===== config.mk =====
export PLATFORM = sky130hd
export DESIGN_NAME = pipe_stage_reg
export DESIGN_NICKNAME = d
export VERILOG_FILES = /design/src/rtl/pipe_reg_pkg.sv /design/src/rtl/pipe_flush_ctr.sv /design/src/rtl/pipe_stage_reg.sv
export SDC_FILE = /design/constraint.sdc
export NUM_CORES = 1
export LEC_CHECK = 0
export BUFFER_PORTS_ARGS = -buffer_cell sky130_fd_sc_hd__clkbuf_2
export CAP_MARGIN = 10
export CORE_MARGIN = 4
export CORE_UTILIZATION = 46
export DETAILED_ROUTE_END_ITERATION = 6
export HOLD_SLACK_MARGIN = 0.1
export PLACE_DENSITY_LB_ADDON = 0.15
export SYNTH_ARGS = -nofsm -noshare
export SYNTH_HDL_FRONTEND = slang
export SYNTH_SLANG_ARGS = --single-unit

===== constraint.sdc =====
create_clock -name clk -period 1.5 [get_ports clk]
set_input_delay 0.15 -clock clk [delete_from_list [all_inputs] [get_ports clk]]
set_output_delay 0.15 -clock clk [all_outputs]
set_load 0.1 [all_outputs]

===== src/rtl/pipe_reg_pkg.sv =====
// Shared types for the inter-stage pipeline register: per-cycle operation encoding,
// statistics width, and small helpers used by the stage register.
package pipe_reg_pkg;

    typedef enum logic [2:0] {
        OP_LOAD,
        OP_HOLD,
        OP_BUBBLE,
        OP_FLUSH,
        OP_SQUASH
    } pipe_op_e;

    localparam int unsigned STAT_W = 32;

    // Reset is handled separately by the state registers; this resolves the rest of the
    // per-cycle priority. A live flush window overrides stall.
    function automatic pipe_op_e decode_op(input logic flush, input logic squash,
                                           input logic stall, input logic bubble);
        pipe_op_e op;
        if (flush) begin
            op = OP_FLUSH;
        end else if (squash) begin
            op = OP_SQUASH;
        end else if (stall) begin
            op = OP_HOLD;
        end else if (bubble) begin
            op = OP_BUBBLE;
        end else begin
            op = OP_LOAD;
        end
        return op;
    endfunction

    function automatic logic [STAT_W-1:0] sat_inc(input logic [STAT_W-1:0] v);
        return (&v) ? v : v + STAT_W'(1);
    endfunction

endpackage


===== src/rtl/pipe_flush_ctr.sv =====
// Flush-window counter: a flush request squashes FLUSH_CYCLES consecutive cycles; a new
// request while the window is open restarts it rather than extending it.
module pipe_flush_ctr #(
    parameter int unsigned FLUSH_CYCLES = 2
) (
    input  logic clk,
    input  logic rst,
    input  logic flush,
    output logic squash,
    output logic flush_busy
);

    localparam int unsigned CntW = $clog2(FLUSH_CYCLES) + 1;
    localparam logic [CntW-1:0] Reload = CntW'(FLUSH_CYCLES - 1);

    logic [CntW-1:0] cnt_q;
    logic [CntW-1:0] cnt_d;

    always_comb begin
        cnt_d = cnt_q;
        if (flush) begin
            cnt_d = Reload;
        end else if (cnt_q != '0) begin
            cnt_d = cnt_q - CntW'(1);
        end
    end

    // flush_busy tracks the counter register so it is high after every edge that
    // leaves squash cycles still to come.
    always_ff @(posedge clk) begin
        if (rst) begin
            cnt_q      <= '0;
            flush_busy <= 1'b0;
        end else begin
            cnt_q      <= cnt_d;
            flush_busy <= (cnt_d != '0);
        end
    end

    assign squash = (cnt_q != '0);

endmodule


===== src/rtl/pipe_stage_reg.sv =====
// Inter-stage pipeline register with load/hold/bubble/flush and a programmable flush window.
// Optional per-operation statistics counters are enabled by PIPE_STAGE_REG_STATS_EN.
module pipe_stage_reg
    import pipe_reg_pkg::*;
#(
    parameter int unsigned CTRL_W       = 16,
    parameter int unsigned DATA_W       = 128,
    parameter int unsigned FLUSH_CYCLES = 2
) (
    input  logic              clk,
    input  logic              rst,
    input  logic              stall,
    input  logic              bubble,
    input  logic              flush,
    input  logic              valid_in,
    input  logic [CTRL_W-1:0] ctrl_in,
    input  logic [DATA_W-1:0] data_in,
    output logic              valid_out,
    output logic [CTRL_W-1:0] ctrl_out,
    output logic [DATA_W-1:0] data_out,
`ifdef PIPE_STAGE_REG_STATS_EN
    output logic [STAT_W-1:0] stall_cnt,
    output logic [STAT_W-1:0] bubble_cnt,
    output logic [STAT_W-1:0] flush_cnt,
`endif
    output logic              flush_busy
);

    logic     squash;
    pipe_op_e op;

    pipe_flush_ctr #(
        .FLUSH_CYCLES (FLUSH_CYCLES)
    ) u_flush_ctr (
        .clk        (clk),
        .rst        (rst),
        .flush      (flush),
        .squash     (squash),
        .flush_busy (flush_busy)
    );

    always_comb begin
        op = decode_op(flush, squash, stall, bubble);
    end

    always_ff @(posedge clk) begin
        if (rst) begin
            valid_out <= 1'b0;
            ctrl_out  <= '0;
            data_out  <= '0;
        end else begin
            unique case (op)
                OP_FLUSH, OP_SQUASH: begin
                    valid_out <= 1'b0;
                    ctrl_out  <= '0;
                    data_out  <= '0;
                end
                OP_HOLD: begin
                end
                // A bubble kills the instruction but keeps data so forwarding paths stay stable.
                OP_BUBBLE: begin
                    valid_out <= 1'b0;
                    ctrl_out  <= '0;
                end
                OP_LOAD: begin
                    valid_out <= valid_in;
                    ctrl_out  <= ctrl_in;
                    data_out  <= data_in;
                end
                default: begin
                end
            endcase
        end
    end

`ifdef PIPE_STAGE_REG_STATS_EN
    // A whole flush window counts once, at the accepted request (OP_FLUSH, not OP_SQUASH).
    always_ff @(posedge clk) begin
        if (rst) begin
            stall_cnt  <= '0;
            bubble_cnt <= '0;
            flush_cnt  <= '0;
        end else begin
            if (op == OP_HOLD) begin
                stall_cnt <= sat_inc(stall_cnt);
            end
            if (op == OP_BUBBLE) begin
                bubble_cnt <= sat_inc(bubble_cnt);
            end
            if (op == OP_FLUSH) begin
                flush_cnt <= sat_inc(flush_cnt);
            end
        end
    end
`endif

endmodule


# After elaboration in Yosys (flattened, before gate mapping)
# Index checks and enable logic that the tools add are counted.
word_totals:
  register_bits: 148
  input_bits: 150
  output_inout_bits: 146
  word_cells: 25
op_classes:
  addsub: 1
  eq_ne: 3
  mux: 9
  n_reduce_logical: 7
ops:
  columns: ["operator", "count"]
  rows:
  - ["128-bit one-hot mux with 2 select lines", 1]
  - ["16-bit one-hot mux with 2 select lines", 1]
  - ["2-bit 2-to-1 mux", 4]
  - ["2-bit nonzero test", 4]
  - ["3-bit by 2-bit equality test with 1-bit output (second input constant)", 2]
  - ["3-bit 2-to-1 mux", 2]
  - ["3-bit equality test (second input constant)", 1]
  - ["3-bit logical NOT", 1]
  - ["3-bit OR reduction", 1]
  - ["1-bit one-hot mux with 2 select lines", 1]
  - ["2-bit OR reduction", 1]
  - ["2-bit by 1-bit subtractor with 2-bit output (second input constant)", 1]

# Depth between registers and ports, before layout
logic_depth:
  ltp_word: 7
  ltp_mapped: 6
  depth_no_buf: 2

# By module
# A second synthesis with hierarchy kept.
hier_totals:
  cells_unflattened: 670
  area_unflattened_um2: 6135.9
by_module_without_submodules:
  columns: ["module", "n_inst", "cells_each", "area_each_um2", "seq_area_each_um2"]
  rows:
  - ["pipe_stage_reg", 1, 659, 6034.5, 2902.8]
  - ["pipe_flush_ctr", 1, 11, 101.3, 60.1]

# Worst setup path after synthesis
# Ideal clock, no wire load.
synth_path:
  path_kind: "register to register"
  startpoint: "register u_flush_ctr.cnt_q[1]"
  endpoint: "register data_out[100]"
  setup_time_ps: 71
  arrival_ps: 1300
  t_required_ps: 1429
  setup_slack_ps: 129
  path_stages_with_launch: 6
  path_buffers: 3
  period_less_slack_ps: 1371
  cell_sequence: "dfxtp_1 -> or4_1 -> buf_2 -> buf_6 -> buf_6 -> a21oi_1"
synth_via:
  elab_chain_cells: 6
  word_cells_on_any_way: 9
  classes_between: "2 x eq/ne; 3 x mux; 4 x reduce/logical"
synth_lines:
  columns: ["item", "line_no", "text"]
  rows:
  - ["from (decl)", "pipe_flush_ctr.sv:16", "logic [CntW-1:0] cnt_q;"]
  - ["from (signal assigned)", "pipe_flush_ctr.sv:35", "cnt_q <= cnt_d;"]
  - ["2-bit nonzero test *", "pipe_flush_ctr.sv:40", "assign squash = (cnt_q != '0);"]
  - ["3-bit 2-to-1 mux *", "pipe_reg_pkg.sv:22", "end else if (squash) begin"]
  - ["3-bit 2-to-1 mux *", "pipe_reg_pkg.sv:20", "if (flush) begin"]
  - ["3-bit by 2-bit equality test with 1-bit output / 3-bit equality test (equally long branches)", "pipe_stage_reg.sv:52", "unique case (op)"]
  - ["2-bit OR reduction", null, null]
  - ["128-bit one-hot mux with 2 select lines / 2-bit nonzero test (equally long branches)", null, null]
  - ["to (signal assigned)", "pipe_stage_reg.sv:68", "data_out <= data_in;"]
  - ["to (decl)", "pipe_stage_reg.sv:20", "output logic [DATA_W-1:0] data_out,"]
# Mark *: on every way between the ends. The rest lies on a longest branch, timed or not.
# A chain may end at the register's enable or synchronous reset.

# Worst setup path in the final report
layout_path:
  startpoint: "register ctrl_out[10]"
  endpoint: "output ctrl_out[10]"
layout_lines:
  columns: ["item", "line_no", "text"]
  rows:
  - ["from (decl)", "pipe_stage_reg.sv:19", "output logic [CTRL_W-1:0] ctrl_out,"]
  - ["from (signal assigned)", "pipe_stage_reg.sv:67", "ctrl_out <= ctrl_in;"]
# No word-level cell between the ends.

==> metrics.md <==
| Metric | Value |
|---|---|
| Ys async rst share | 0% |
| Layout cells sized above 1 | 45.5% |
| Worst setup path startpoint | ctrl_out[10]$_SDFFE_PP0P_ |
| Placed cell count | 1,078 |
| Final setup viols | 0 |
| Commonest cells post-synth | dfxtp_1 (148), a21oi_1 (145), or3b_2 (145), o21ai_0 (128), clkbuf_1 (63) |
| Initial antenna violation count | 2 |
| CP Capture Type | output pin |
| CTS tree | yes |
| Initial detailed-routing violation count | 356 |
| Crit-path cells | clkbuf_2 |
| CTS root buf | clkbuf_16 |
| Clock slew at reported path FFs | 0.06 ns |
| Measured slew at the worst slew-check pin | 0.580 ns |
| Setup Crit Path Kind | reg -> out |
| DR vias | 6,626 |
| Routability cong. | 0.760 |
| Tmin final | 1.40 ns |
| Post-CTS setup buffer count | 0 |
| Buf+Inv Stages, Crit Path | 1 |
| Detail Route Antenna Nets | 0 |
| Crit path arrival time | 1.25 ns |
| Mapped Nets | 818 |
| Slew HR | 61.5% |
| Core Rows | 41 |
| Synth top area cells | dfxtp_1 (49%), or3b_2 (21%), a21oi_1 (12%), o21ai_0 (11%), clkbuf_1 (3.9%) |
| FF-to-FF Start | u_flush_ctr.cnt_q[1]$_SDFF_PP0_ |
| Area leader, netlist | dfxtp_1 |
| Mapped Area | 0.00604 mm2 |
| Pre-Repair DR Iteration Count | 6 |
| Maximum capacitance violations | 0 |
| Worst path depth | 1 |
| Ys flop type | dfxtp_1 |
| Internal | 7.69 mW |
| CTS buffer count | 17 |
| Clock skew | 0.00514 ns |
| Final Net Count | 1,220 |
| Post-Synthesis Cells | 668 |
| Worst vdd ir | 711 uV |
| Vias in the first global route | 6,608 |
| CTS H-tree lvls | 4 |
| Vias/cell | 5.27 |
| Die Y | 123 um |
| Hold WC Path Type | in -> reg |
| Fin area | 0.00983 mm2 |
| Status | complete, no violations |
| Leak | 4.10 nW |
| Placed Area | 0.00773 mm2 |
| DR DRC count | 0 |
| Final worst path period share | 93.5% |
| RSZ-0062 raised after global routing | false |
| I/O Pins | 296 |
| Final worst slack | 0.0982 ns |
| Synth warn | 0 |
| Net switching power | 2.64 mW |
| CP delay by family, top | buffers and inverters |
| Worst Hold Path Cells | 3 |
| Worst Path Max Fanout | 2 |
| Nature of the critical path startpoint | register |
| Die X-Extent | 123 um |
| Post-synth cell types | 13 |
| Clk network pwr share | 44.4% |
| Wirelength, routed | 20,800 um |
| Non-Filler Instances | 1,257 |
| Core area | 0.0127 mm2 |
| Top cell type's share of synthesized area | 49.0% |
| GRT Total Usage | 26.8% |
| Sw Ratio | 25.5% |
| Clock Tree Buf Depth | 2 |
| Slowest stage delay, CP | 0.48 ns |
| Min-delay src | data_in[94] |
| Logic pwr share | 16.4% |
| Slew Limit Fails | 0 |
| Critical-path top delay cell | clkbuf_2 |
| Syn Area/Cell | 9.05 um2 |
| Grt total ovfl | 0 |
| Data required, critical path | 1.35 ns |
| Worst-skew pair later-pin latency | 0.41 ns |
| Setup WS pre-CTS | 0.0740 ns |
| Pwr Density | 1050 mW/mm2 |
| Synthesis-to-layout area growth | 62.7% |
| First-pass GRT wire length | 32,000 um |
| Die area | 0.0150 mm2 |
| Number of fill cells | 866 |
| PortBufs | 295 |
| Max Clk Rate | 713 MHz |
| Seq/Total Area, Yosys | 49.0% |
| Worst R2R Path Depth | 3 |
| Initial Utilization | 47.5% |
| #FFs+latches synth | 148 |
| WL per Instance | 16.6 um |
| Post-synth EDFFs | 0 |
| Final setup TNS | 0 ns |
| Num Clock Sinks | 148 |
| Sequential share of power | 39.2% |
| Fin. Hold Viols | 0 |
| HPWL after DPL | 12,600 um |
| Pin count of the biggest net entering global routing | 58 |
| Most numerous cell in the Yosys netlist | dfxtp_1 |
## path summary, 6_finish.rpt
path	to	slack, ns
setup / recovery	ctrl_out[10]	0.1
hold / removal	data_out[94]$_SDFFE_PP0P_	0.11
setup reg to reg	data_out[40]$_SDFFE_PP0P_	0.1
hold reg to reg	ctrl_out[8]$_SDFFE_PP0P_	0.46
## power groups by stage
stage | Sequential [mW] | Clock [mW] | Combinational, mW
2_1_floorplan | 4.64 | 0 | 0.448
3_3_place_gp | 4.12 | 0 | 1.33
3_5_place_dp | 4.13 | 0 | 1.36
4_1_cts | 4.04 | 4.64 | 1.67
5_1_grt | 4.05 | 4.82 | 1.79
6_report | 4.04 | 4.58 | 1.69
## kinds of logic after synthesis
kind of cell | Yosys count | share of synthesized area, %
AOI/OAI and AO/OA | 273 | 22.6
DFF | 148 | 49.0
and+or+nand+nor | 169 | 22.7
buffers and inverters | 78 | 5.71
## state kept, by name (all words and copies together) (netlist names)
name and count:
data_out 128, u_flush_ctr.cnt_q 2, u_flush_ctr.flush_busy 1, valid_out 1, ctrl_out 16
## layout make-up
| class | instances | area, um2 | share of cell area [%] |
|---|---|---|---|
| Sequential cell | 148 | 2960 | 30.1 |
| Timing Repair Buffer | 461 | 3260 | 33.2 |
| Clock inverter | 9 | 148 | 1.50 |
| Clock buffer | 23 | 498 | 5.06 |
| Multi-Input combinational cell | 442 | 2740 | 27.9 |
| Tap cell | 172 | 215 | 2.19 |
| Antenna cell | 2 | 5.00 | 0.0509 |
## layer usage
layer  wire, um  up-vias  part of all wire [%]  track usage (%)
li1           -     3190                     -                -
met1       7770     3069                    37             29.0
met2      10600      294                    51             46.9
met3       1620       73                   7.8             7.70
met4        854        0                   4.1             14.8
met5          0        -                     0                0
## worst register-to-register path, stage by stage, from the launching register on
cell and delay (ns):
dfxtp_1 0.33, or4_4 0.57, buf_12 0.21, a21oi_1 0.21
## cells in the final DEF, fill, tap and decap left out
cell / synthesis / routed
dlygate4sd3_1: 0 / 145
clkbuf_16: 0 / 17
buf_4: 0 / 7
clkinvlp_4: 0 / 1
a21oi_1: 145 / 145
nor2_1: 2 / 2
buf_6: 6 / 3
or3b_2: 145 / 145
nor2b_1: 1 / 1
buf_12: 0 / 13
clkbuf_8: 0 / 5
nor3_1: 2 / 2
o21ai_0: 128 / 128
dfxtp_1: 148 / 148
bufinv_16: 0 / 4
diode_2: 0 / 2
clkinv_2: 0 / 4
clkbuf_2: 0 / 293
nand2_1: 18 / 18
or4_4: 0 / 1
clkbuf_1: 63 / 1
## through the flow
stage	total power, mW	utilization [%]	hold WS, ns
after CTS	10.3	77.2	0.101
after floorplan	5.09	-	0.222
after detailed placement	5.48	60.7	0.375
after global routing	10.7	77.3	0.100
after global placement	5.45	60.7	0.364
final	10.3	77.3	0.114
## timing repair
item	in CTS	in global routing
hold buffers	145	0
setup endpoints to repair	0	6
hold endpoints to repair	145	0
resized for setup	0	1
(Power assumes the default switching activity.)
